**config.mk**
```make
export PLATFORM = sky130hd
export DESIGN_NAME = rx_bit_sampler
export DESIGN_NICKNAME = d
export VERILOG_FILES = /design/src/rtl/rx_pkg.sv /design/src/rtl/rx_sync2.sv /design/src/rtl/rx_bit_sampler.sv
export SDC_FILE = /design/constraint.sdc
export NUM_CORES = 1
export LEC_CHECK = 0
export ABC_AREA = 0
export BUFFER_PORTS_ARGS = -buffer_cell sky130_fd_sc_hd__buf_4
export CELL_PAD_IN_SITES_DETAIL_PLACEMENT = 0
export CELL_PAD_IN_SITES_GLOBAL_PLACEMENT = 1
export CORE_ASPECT_RATIO = 0.75
export CORE_MARGIN = 2
export CORE_UTILIZATION = 45
export CTS_CLUSTER_DIAMETER = 40
export CTS_CLUSTER_SIZE = 16
export DETAILED_ROUTE_END_ITERATION = 8
export GPL_TIMING_DRIVEN = 1
export PLACE_DENSITY_LB_ADDON = 0.1
export SYNTH_ARGS = -nofsm -noshare
export SYNTH_HDL_FRONTEND = slang
export SYNTH_SLANG_ARGS = --single-unit
```
**constraint.sdc**
```tcl
create_clock -name CLK_SMP -period 3 [get_ports CLK_SMP]
set_input_delay 0.15 -clock CLK_SMP [delete_from_list [all_inputs] [get_ports CLK_SMP]]
set_output_delay 0.15 -clock CLK_SMP [all_outputs]
set_load 0.05 [all_outputs]
```
**src/rtl/rx_pkg.sv**
```systemverilog
// Shared constants and helpers for the UART receive path (sampler, FSM, checkers, deserializer).
package rx_pkg;

  localparam int unsigned PRESC_W = 6;

  // Sample offsets relative to the mid-bit point H = prescale>>1
  localparam int SMP_OFS_S0   = -1;
  localparam int SMP_OFS_S1   = 0;
  localparam int SMP_OFS_S2   = 1;
  localparam int SMP_OFS_VOTE = 2;

  function automatic logic maj3(input logic a, input logic b, input logic c);
    return (a & b) | (a & c) | (b & c);
  endfunction

  function automatic logic [PRESC_W-1:0] smp_point(input logic [PRESC_W-1:0] half,
                                                   input int ofs);
    return PRESC_W'(int'(half) + ofs);
  endfunction

endpackage

```
**src/rtl/rx_sync2.sv**
```systemverilog
// Two-flop synchronizer for the serial line; resets to the idle-high level.
module rx_sync2 (
  input  logic i_clk,
  input  logic i_rst_n,
  input  logic i_d,
  output logic o_q
);

  logic r_meta;
  logic r_sync;

  always_ff @(posedge i_clk or negedge i_rst_n) begin
    if (!i_rst_n) begin
      r_meta <= 1'b1;
      r_sync <= 1'b1;
    end else begin
      r_meta <= i_d;
      r_sync <= r_meta;
    end
  end

  assign o_q = r_sync;

endmodule

```
**src/rtl/rx_bit_sampler.sv**
```systemverilog
// UART RX oversampling counters and 3-sample majority bit recovery.
// Define RX_SYNC_EN to route RX_IN through a two-flop synchronizer first.
module rx_bit_sampler
  import rx_pkg::*;
(
  input  logic               CLK_SMP,
  input  logic               RST_SMP,
  input  logic               RX_IN,
  input  logic [PRESC_W-1:0] prescale_SMP,
  input  logic               enable_SMP,
  input  logic               data_samp_en_SMP,
  output logic [PRESC_W-1:0] edge_cnt_SMP,
  output logic [PRESC_W-1:0] bit_cnt_SMP,
  output logic               sampled_bit_SMP,
  output logic               samp_valid_SMP
);

  logic               w_rx;
  logic [PRESC_W-1:0] w_half;
  logic [PRESC_W-1:0] w_last;
  logic [PRESC_W-1:0] w_pt_s0;
  logic [PRESC_W-1:0] w_pt_s1;
  logic [PRESC_W-1:0] w_pt_s2;
  logic [PRESC_W-1:0] w_pt_vote;

  logic [PRESC_W-1:0] r_edge_cnt;
  logic [PRESC_W-1:0] r_bit_cnt;
  logic               r_s0;
  logic               r_s1;
  logic               r_s2;
  logic               r_sampled_bit;
  logic               r_samp_valid;

`ifdef RX_SYNC_EN
  rx_sync2 u_sync (
    .i_clk   (CLK_SMP),
    .i_rst_n (RST_SMP),
    .i_d     (RX_IN),
    .o_q     (w_rx)
  );
`else
  assign w_rx = RX_IN;
`endif

  // prescale is read live, matching what the FSM decodes
  assign w_half    = prescale_SMP >> 1;
  assign w_last    = prescale_SMP - PRESC_W'(1);
  assign w_pt_s0   = smp_point(w_half, SMP_OFS_S0);
  assign w_pt_s1   = smp_point(w_half, SMP_OFS_S1);
  assign w_pt_s2   = smp_point(w_half, SMP_OFS_S2);
  assign w_pt_vote = smp_point(w_half, SMP_OFS_VOTE);

  // Edge/bit counters; >= tolerates a prescale lowered mid-count
  always_ff @(posedge CLK_SMP or negedge RST_SMP) begin
    if (!RST_SMP) begin
      r_edge_cnt <= '0;
      r_bit_cnt  <= '0;
    end else if (!enable_SMP) begin
      r_edge_cnt <= '0;
      r_bit_cnt  <= '0;
    end else if (r_edge_cnt >= w_last) begin
      r_edge_cnt <= '0;
      r_bit_cnt  <= r_bit_cnt + PRESC_W'(1);
    end else begin
      r_edge_cnt <= r_edge_cnt + PRESC_W'(1);
    end
  end

  // Mid-bit captures and vote; samples and result hold while sampling is gated
  always_ff @(posedge CLK_SMP or negedge RST_SMP) begin
    if (!RST_SMP) begin
      r_s0          <= 1'b1;
      r_s1          <= 1'b1;
      r_s2          <= 1'b1;
      r_sampled_bit <= 1'b1;
      r_samp_valid  <= 1'b0;
    end else begin
      r_samp_valid <= 1'b0;
      if (data_samp_en_SMP) begin
        if (r_edge_cnt == w_pt_s0) r_s0 <= w_rx;
        if (r_edge_cnt == w_pt_s1) r_s1 <= w_rx;
        if (r_edge_cnt == w_pt_s2) r_s2 <= w_rx;
        if (r_edge_cnt == w_pt_vote) begin
          r_sampled_bit <= maj3(r_s0, r_s1, r_s2);
          r_samp_valid  <= 1'b1;
        end
      end
    end
  end

  assign edge_cnt_SMP    = r_edge_cnt;
  assign bit_cnt_SMP     = r_bit_cnt;
  assign sampled_bit_SMP = r_sampled_bit;
  assign samp_valid_SMP  = r_samp_valid;

endmodule

```
==> run_results.csv, run 1 <==
group,metric,value,unit
logic_synthesis,synthesis.area,0.00149,mm²
timing,fin_crit,2.36,ns
logic_synthesis,async_reset_ff_share,100,%
clock_network,clk_latency,0.25,ns
floorplan,initial_core_util,46.2,%
placed_design,portBuffers,24,
clock_network,post_cts_buffers,0,
timing,fin_crit_sh,78.5,%
timing,worstMarginPinSlew,0.614,ns
clock_network,clkSinkCount,17,
detailed_routing,drc,0,
power_and_ir_drop,p_leak,0.781,nW
clock_network,clk_path_buf_depth,2,
critical_path,rr_worst_depth,8,
timing,finalHoldViolations,0,
placed_design,dpl_worst_slack,0.399,ns
floorplan,pin_count,25,
finish,final_cell_mix,"26 x buf_4, 16 x nor2_1, 15 x ha_1, 13 x nand2_1, 13 x dfrtp_1",
critical_path,start_kind,"primary input",
run,maxCapViolations,0,
critical_path,cp-end-kind,"register",
timing,setup_violations,0,
critical_path,r2r_end,"bit_cnt_SMP[3]",
clock_network,h-tree-depth,1,
placed_design,hpwlAfterDp,2530,µm
grt,grt_pass1_wl,5270,µm
grt,gr-usage-all-layers,18.1,%
critical_path,arrival,2.53,ns
worst_hold_path,hold_path_class,"in2reg",
detailed_routing,vias_per_cell,5.45,
clock_network,tritoncts,"done",
timing,tns,0,ns
clock_network,cts_resized,0,
floorplan,core-area,0.00322,mm²
logic_synthesis,synth_edf_count,0,
timing,fin_worst_skew,0.00171,ns
timing,slew_headroom,58.9,%
detailed_routing,firstDrtPassIters,4,
floorplan,die_y,53.8,µm
detailed_routing,wl_per_cell,14.0,µm
finish,final_nets,216,
power_and_ir_drop,worst_ir_drop_vdd,548,µV
timing,fmax,424,MHz
logic_synthesis,syn_avg_cell_area,8.86,µm²
worst_hold_path,hold-path-endpoint,"r_s0",
floorplan,die-width,70.4,µm
grt,grt_start_max_net_pins,18,
finish,diodes,0,
clock_network,root_buffer,"clkbuf_8",
worst_hold_path,hold_path_depth,2,
logic_synthesis,synthDistinctLibCells,43,
grt,grt_pass1_vias,1119,
detailed_routing,drtAntennaViolNets,0,
finish,final_common_cell,"buf_4",
finish,final_layout_size_suffix_gt1_share,22.2,%
timing,slew_viol_final,0,
logic_synthesis,synth_flop_cell,"dfrtp_1",
critical_path,r2r_slack,0.85,ns
timing,finalHoldWorstSlack,0.151,ns
clock_network,clk_pin_slew,0.06,ns
finish,multi_input_area,955,µm²
detailed_routing,drtIter0Drc,38,
critical_path,rr_startpoint,"edge_cnt_SMP[0]",
worst_hold_path,holdCritStartpoint,"RX_IN",
logic_synthesis,yosys_register_bits,17,
power_and_ir_drop,power_density,388,mW/mm²
logic_synthesis,synthCells,168,
critical_path,cp.required,3.18,ns
grt,grt-ovfl-total,0,
logic_synthesis,yosysSeqAreaShare,28.9,%
critical_path,cp_max_fo,12,
floorplan,die_area,0.00379,mm²
clock_network,cts_made_buffers,3,
outcome,status,"complete, no violations",
detailed_routing,drt_wl_total,3220,µm
floorplan,rows,18,
finish,seqCellArea,430,µm²
detailed_routing,routed-via-count,1247,
clock_network,cts_hold_buffers,1,
critical_path,critPathKind,"in2reg",
finish,fill_cells,305,
placed_design,gp_congestion,0.838,
finish,areaGrowthSynthToFinish,15.9,%
timing,rsz0062_at_grt,"false",
logic_synthesis,synth_warnings,0,
timing,final.setup.worst_slack,0.644,ns
logic_synthesis,synth_fp_nets,194,
grt,antenna_found_initial,0,
[registers in the layout, indices dropped and copies added, names as in the netlist]
name / flops
r_s1: 1
r_s0: 1
r_s2: 1
edge_cnt_SMP: 6
samp_valid_SMP: 1
bit_cnt_SMP: 6
sampled_bit_SMP: 1
[through the flow]
step / cell area [µm²] / util [%] / total power (W) / instances
2_1_floorplan: 1490 / - / 0.000447 / 168
3_3_place_gp: 1670 / 51.8 / 0.000501 / 224
3_5_place_dp: 1670 / 51.8 / 0.000506 / 224
4_1_cts: 1720 / 53.5 / 0.000677 / 229
5_1_grt: 1720 / 53.5 / 0.000715 / 229
6_report: 1720 / 53.5 / 0.000669 / 229
[cell families (layout without fill, tap and decap cells)]
logic type | after synthesis | count (layout) | share of synthesized area (%)
AND/OR/NAND/NOR | 58 | 58 | 20.4
AO/OA/AOI/OAI | 31 | 31 | 14.0
XOR/XNOR | 20 | 20 | 11.8
buffers and inverters | 20 | 41 | 6.90
flip-flops | 17 | 17 | 28.9
adder cells (fa/ha/maj) | 16 | 16 | 13.3
multiplexers | 6 | 6 | 4.71
[cell type report]
| class | instances | share of cell area [%] |
|---|---|---|
| Clock buffer | 3 | 2.39 |
| Clock inverter | 1 | 0.290 |
| Inverter | 10 | 2.18 |
| Multi-Input combinational cell | 131 | 55.4 |
| Sequential cell | 17 | 25.0 |
| Tap cell | 40 | 2.90 |
| Timing Repair Buffer | 27 | 11.9 |
[worst max-delay path, stage by stage]
cell,delay [ns]
buf_4,0.14
inv_1,0.12
ha_1,0.26
a21boi_0,0.31
xnor2_1,0.17
ha_1,0.27
a21o_1,0.16
a211o_1,0.28
a41oi_1,0.16
buf_4,0.19
o21ai_1,0.17
nor2_1,0.15
[per-layer routing]
| layer | vias up | wire length, µm | GRT usage [%] |
|---|---|---|---|
| met5 | - | 0 | 0 |
| met4 | 0 | 12 | 1.92 |
| met3 | 2 | 110 | 4.87 |
| met2 | 17 | 1370 | 28.3 |
| met1 | 595 | 1720 | 26.1 |
| li1 | 633 | - | - |
[worst max-delay path by stage]
stage / slack (ns) / from / end
CTS: 0.63 / prescale_SMP[2] / edge_cnt_SMP[4]
detailed placement: 0.40 / prescale_SMP[2] / edge_cnt_SMP[4]
finish: 0.64 / prescale_SMP[2] / edge_cnt_SMP[4]
floorplan: 0.61 / prescale_SMP[1] / edge_cnt_SMP[4]
global route: 0.38 / prescale_SMP[2] / edge_cnt_SMP[3]
global placement: 0.45 / prescale_SMP[2] / edge_cnt_SMP[3]
[synth_stat cells (all sizes together) (3+ instances only)]
cell type  count  area (µm²)
xor2           8        70.1
nor3           3        15.0
dfstp          4         105
or4            3        22.5
dfrtp         13         325
mux2           5        60.1
buf            9        61.3
o21ai          5        25.0
o211ai         3        22.5
nor2          16        60.1
nand2         13        48.8
inv           10        37.5
nand3b         3        22.5
a21oi          7        35.0
xnor2         12         105
ha            15         188
nand3          5        25.0
nor4           4        25.0
o31ai          3        22.5
[report_power, final]
group	leakage (nW)	internal, W	total [W]	switching, W
registers	0.221	0.000268	0.000294	0.0000257
logic	0.535	0.0000922	0.000209	0.000117
clock network	0.0255	0.0000920	0.000166	0.0000742
total	0.781	0.000452	0.000669	0.000216
Power figures use the tool's default switching activity.
==> run 2, diff against run 1 <==
--- a/config.mk
+++ b/config.mk
@@ -5,13 +5,13 @@
 export SDC_FILE = /design/constraint.sdc
 export NUM_CORES = 1
 export LEC_CHECK = 0
-export ABC_AREA = 0
+export ABC_AREA = 1
 export BUFFER_PORTS_ARGS = -buffer_cell sky130_fd_sc_hd__buf_4
 export CELL_PAD_IN_SITES_DETAIL_PLACEMENT = 0
 export CELL_PAD_IN_SITES_GLOBAL_PLACEMENT = 1
 export CORE_ASPECT_RATIO = 0.75
 export CORE_MARGIN = 2
-export CORE_UTILIZATION = 45
+export CORE_UTILIZATION = 36
 export CTS_CLUSTER_DIAMETER = 40
 export CTS_CLUSTER_SIZE = 16
 export DETAILED_ROUTE_END_ITERATION = 8
==> constraint.sdc (replaced) <==
create_clock -name CLK_SMP -period 2.05 [get_ports CLK_SMP]
set_input_delay 0.1025 -clock CLK_SMP [delete_from_list [all_inputs] [get_ports CLK_SMP]]
set_output_delay 0.1025 -clock CLK_SMP [all_outputs]
set_load 0.05 [all_outputs]
==> run 2 against run 1 <==
Core utilization is 6.2 points lower; sequential power up 39%; die area rose by 32%; worst hold slack got worse by 0.061 ns; synthesized cell count up 45%; sequential share of layout area fell by 3.1 points; clock skew down 0.00059 ns; critical path type unchanged; largest power group unchanged; highest routed layer unchanged.
==> run_results.csv, run 2 <==
group,metric,value,unit
outcome,status,"complete, no violations",
finish,multi_input_area,992,µm²
detailed_routing,drc,0,
logic_synthesis,synth_compound_gate_area_share,4.40,%
grt,grt_pass1_wl,6690,µm
clock_network,cts_hold_buffers,1,
logic_synthesis,synth_top_area_share,20.4,%
logic_synthesis,synthesis.area,0.00159,mm²
power_and_ir_drop,switching_share,35.5,%
clock_network,clk_pin_slew,0.07,ns
detailed_routing,routed-via-count,1514,
clock_network,cts_made_buffers,3,
detailed_routing,firstDrtPassIters,4,
logic_synthesis,synthCells,243,
finish,diodes,0,
clock_network,clkSinkCount,17,
timing,fmax,588,MHz
logic_synthesis,yosysSeqAreaShare,27.0,%
logic_synthesis,synth_most_common_cell,"nand2_1",
logic_synthesis,synth_fp_nets,269,
detailed_routing,drtIter0Drc,76,
logic_synthesis,synthTopCellsByCount,"83 x nand2_1, 30 x inv_1, 25 x nand3_1, 17 x nor2_1, 15 x ha_1",
run,maxCapViolations,0,
timing,slew_headroom,84.1,%
logic_synthesis,synth-xor-area-share,6.04,%
detailed_routing,drtAntennaViolNets,0,
power_and_ir_drop,p_int,0.000666,W
detailed_routing,wl_per_cell,12.0,µm
grt,grt-ovfl-total,0,
power_and_ir_drop,p_leak,1.11,nW
logic_synthesis,synthMuxAreaShare,0,%
floorplan,pin_count,25,
logic_synthesis,synth_edf_count,0,
critical_path,cp_max_fo,4,
logic_synthesis,synthTopCellsByArea,"dfrtp_1 20%, nand2_1 20%, ha_1 12%",
power_and_ir_drop,power,0.00103,W
finish,final_common_cell,"nand2_1",
timing,tns,0,ns
timing,fin_worst_skew,0.00112,ns
power_and_ir_drop,power.switching,0.000366,W
logic_synthesis,synthDistinctLibCells,26,
logic_synthesis,synth_flop_cell,"dfrtp_1",
logic_synthesis,async_reset_ff_share,100,%
floorplan,initial_core_util,38.4,%
logic_synthesis,synth_adder_area_share,12.4,%
finish,seqCellArea,430,µm²
clock_network,post_cts_buffers,0,
placed_design,portBuffers,24,
clock_network,root_buffer,"clkbuf_8",
floorplan,rows,20,
timing,fin_crit,1.70,ns
critical_path,cp-end-kind,"register",
logic_synthesis,syn_avg_cell_area,6.56,µm²
logic_synthesis,yosys_register_bits,17,
floorplan,die_area,0.00498,mm²
floorplan,die-width,80.8,µm
power_and_ir_drop,pwr-share-seq,39.7,%
critical_path,cp.required,2.19,ns
clock_network,cts_resized,0,
power_and_ir_drop,pwr-share-comb,36.1,%
power_and_ir_drop,power_density,524,mW/mm²
timing,worstMarginPinSlew,0.238,ns
floorplan,die_y,61.6,µm
timing,rsz0062_at_grt,"false",
timing,finalHoldWorstSlack,0.0898,ns
critical_path,critPathKind,"in2reg",
finish,final_layout_size_suffix_gt1_share,22.8,%
worst_hold_path,hold_path_class,"in2reg",
clock_network,h-tree-depth,1,
detailed_routing,drt_wl_total,4020,µm
logic_synthesis,synth_warnings,0,
finish,fill_cells,466,
finish,final_cell_mix,"83 x nand2_1, 37 x buf_4, 30 x inv_1, 25 x nand3_1, 17 x nor2_1",
power_and_ir_drop,worst_ir_drop_vdd,378,µV
floorplan,core-area,0.00415,mm²
timing,final.setup.worst_slack,0.348,ns
timing,setup_violations,0,
grt,grt_pass1_vias,1369,
logic_synthesis,yosys.area.top_type,"dfrtp_1",
clock_network,clk_latency,0.25,ns
critical_path,start_kind,"primary input",
timing,fin_crit_sh,83.0,%
timing,finalHoldViolations,0,
logic_synthesis,synthSimpleGateAreaFrac,39.4,%
finish,final_nets,308,
detailed_routing,vias_per_cell,4.51,
clock_network,tritoncts,"done",
clock_network,clk_path_buf_depth,2,
grt,grt_start_max_net_pins,18,
placed_design,hpwlAfterDp,3330,µm
critical_path,arrival,1.84,ns
placed_design,gp_congestion,0.865,
power_and_ir_drop,p_clk_share,24.2,%
logic_synthesis,synth_top_family_by_area,"simple AND/OR/NAND/NOR gates",
placed_design,dpl_worst_slack,0.0912,ns
timing,slew_viol_final,0,
grt,antenna_found_initial,0,
finish,areaGrowthSynthToFinish,23.5,%
grt,gr-usage-all-layers,18.1,%
==> run 2: cell types whose count changed in the layout (fill, tap and decap cells not counted), moves of 4 or more <==
| cell | change |
|---|---|
| a21oi_1 | -5 |
| buf_4 | +11 |
| inv_1 | +20 |
| inv_2 | +7 |
| mux2_2 | -4 |
| nand2_1 | +70 |
| nand2_2 | +6 |
| nand3_1 | +20 |
| nand4_1 | +6 |
| nor2_2 | +5 |
| nor4_1 | -4 |
| xnor2_1 | -9 |
==> run 2: critical path: stages <==
cell and delay, ns:
buf_4 0.11, inv_1 0.10, ha_1 0.18, nand2_1 0.05
nor2_1 0.11, nand2_1 0.07, xor2_1 0.14, ha_1 0.28
a21oi_1 0.13, o21a_1 0.16, nand3_1 0.11, buf_4 0.17
nand2_1 0.05, o21ai_1 0.05
==> run 2: power by group through the flow <==
| stage | Clock, W | Sequential [W] | Combinational, W |
|---|---|---|---|
| 5_1_grt | 0.000276 | 0.000416 | 0.000423 |
| 2_1_floorplan | 0 | 0.000469 | 0.000195 |
| 6_report | 0.000250 | 0.000410 | 0.000373 |
| 3_3_place_gp | 0 | 0.000417 | 0.000376 |
| 4_1_cts | 0.000263 | 0.000410 | 0.000378 |
| 3_5_place_dp | 0 | 0.000416 | 0.000375 |
==> run 2: logic make-up (layout without fill, tap and decap cells) <==
logic type,count (synthesis),after routing
adders and majority gates,16,16
xor gates and xnor gates,11,11
DFF,17,17
and+or+nand+nor,145,145
AOI/OAI and AO/OA,12,12
buffers and inverters,42,80
==> run 2: worst paths after layout <==
kind,start,to,slack [ns],depth (start not counted)
max,prescale_SMP[2],bit_cnt_SMP[3],0.35,14
min,RX_IN,r_s1,0.09,3
max reg2reg,edge_cnt_SMP[3],bit_cnt_SMP[3],0.49,7
min reg2reg,r_s0,r_s0,0.47,2
max in group asynchronous,RST_SMP,r_s2,1.55,2
min in group asynchronous,RST_SMP,bit_cnt_SMP[5],0.25,2
==> run 2: cell type report <==
type	count	area share (%)
clock buffer	3	2.10
sequential	17	21.9
clock inverter	1	0.254
inverter	38	7.25
tap	55	3.50
timing repair buffer	38	14.6
multi-input combinational	184	50.4
==> run 2: layer usage <==
metal	share of wire, %	vias up	wire length [µm]	global-route usage, %
met5	0	-	0	0
met4	0.47	0	19	2.18
met3	4.9	2	196	3.08
met2	40	27	1620	26.6
met1	54	653	2180	28.4
li1	-	832	-	-
==> run 2: metrics by stage <==
step	std cells	cell area, µm²	util [%]
6_report	336	1970	47.4
5_1_grt	336	1970	47.4
4_1_cts	336	1970	47.4
3_5_place_dp	331	1910	46.0
3_3_place_gp	331	1910	46.0
2_1_floorplan	243	1590	-
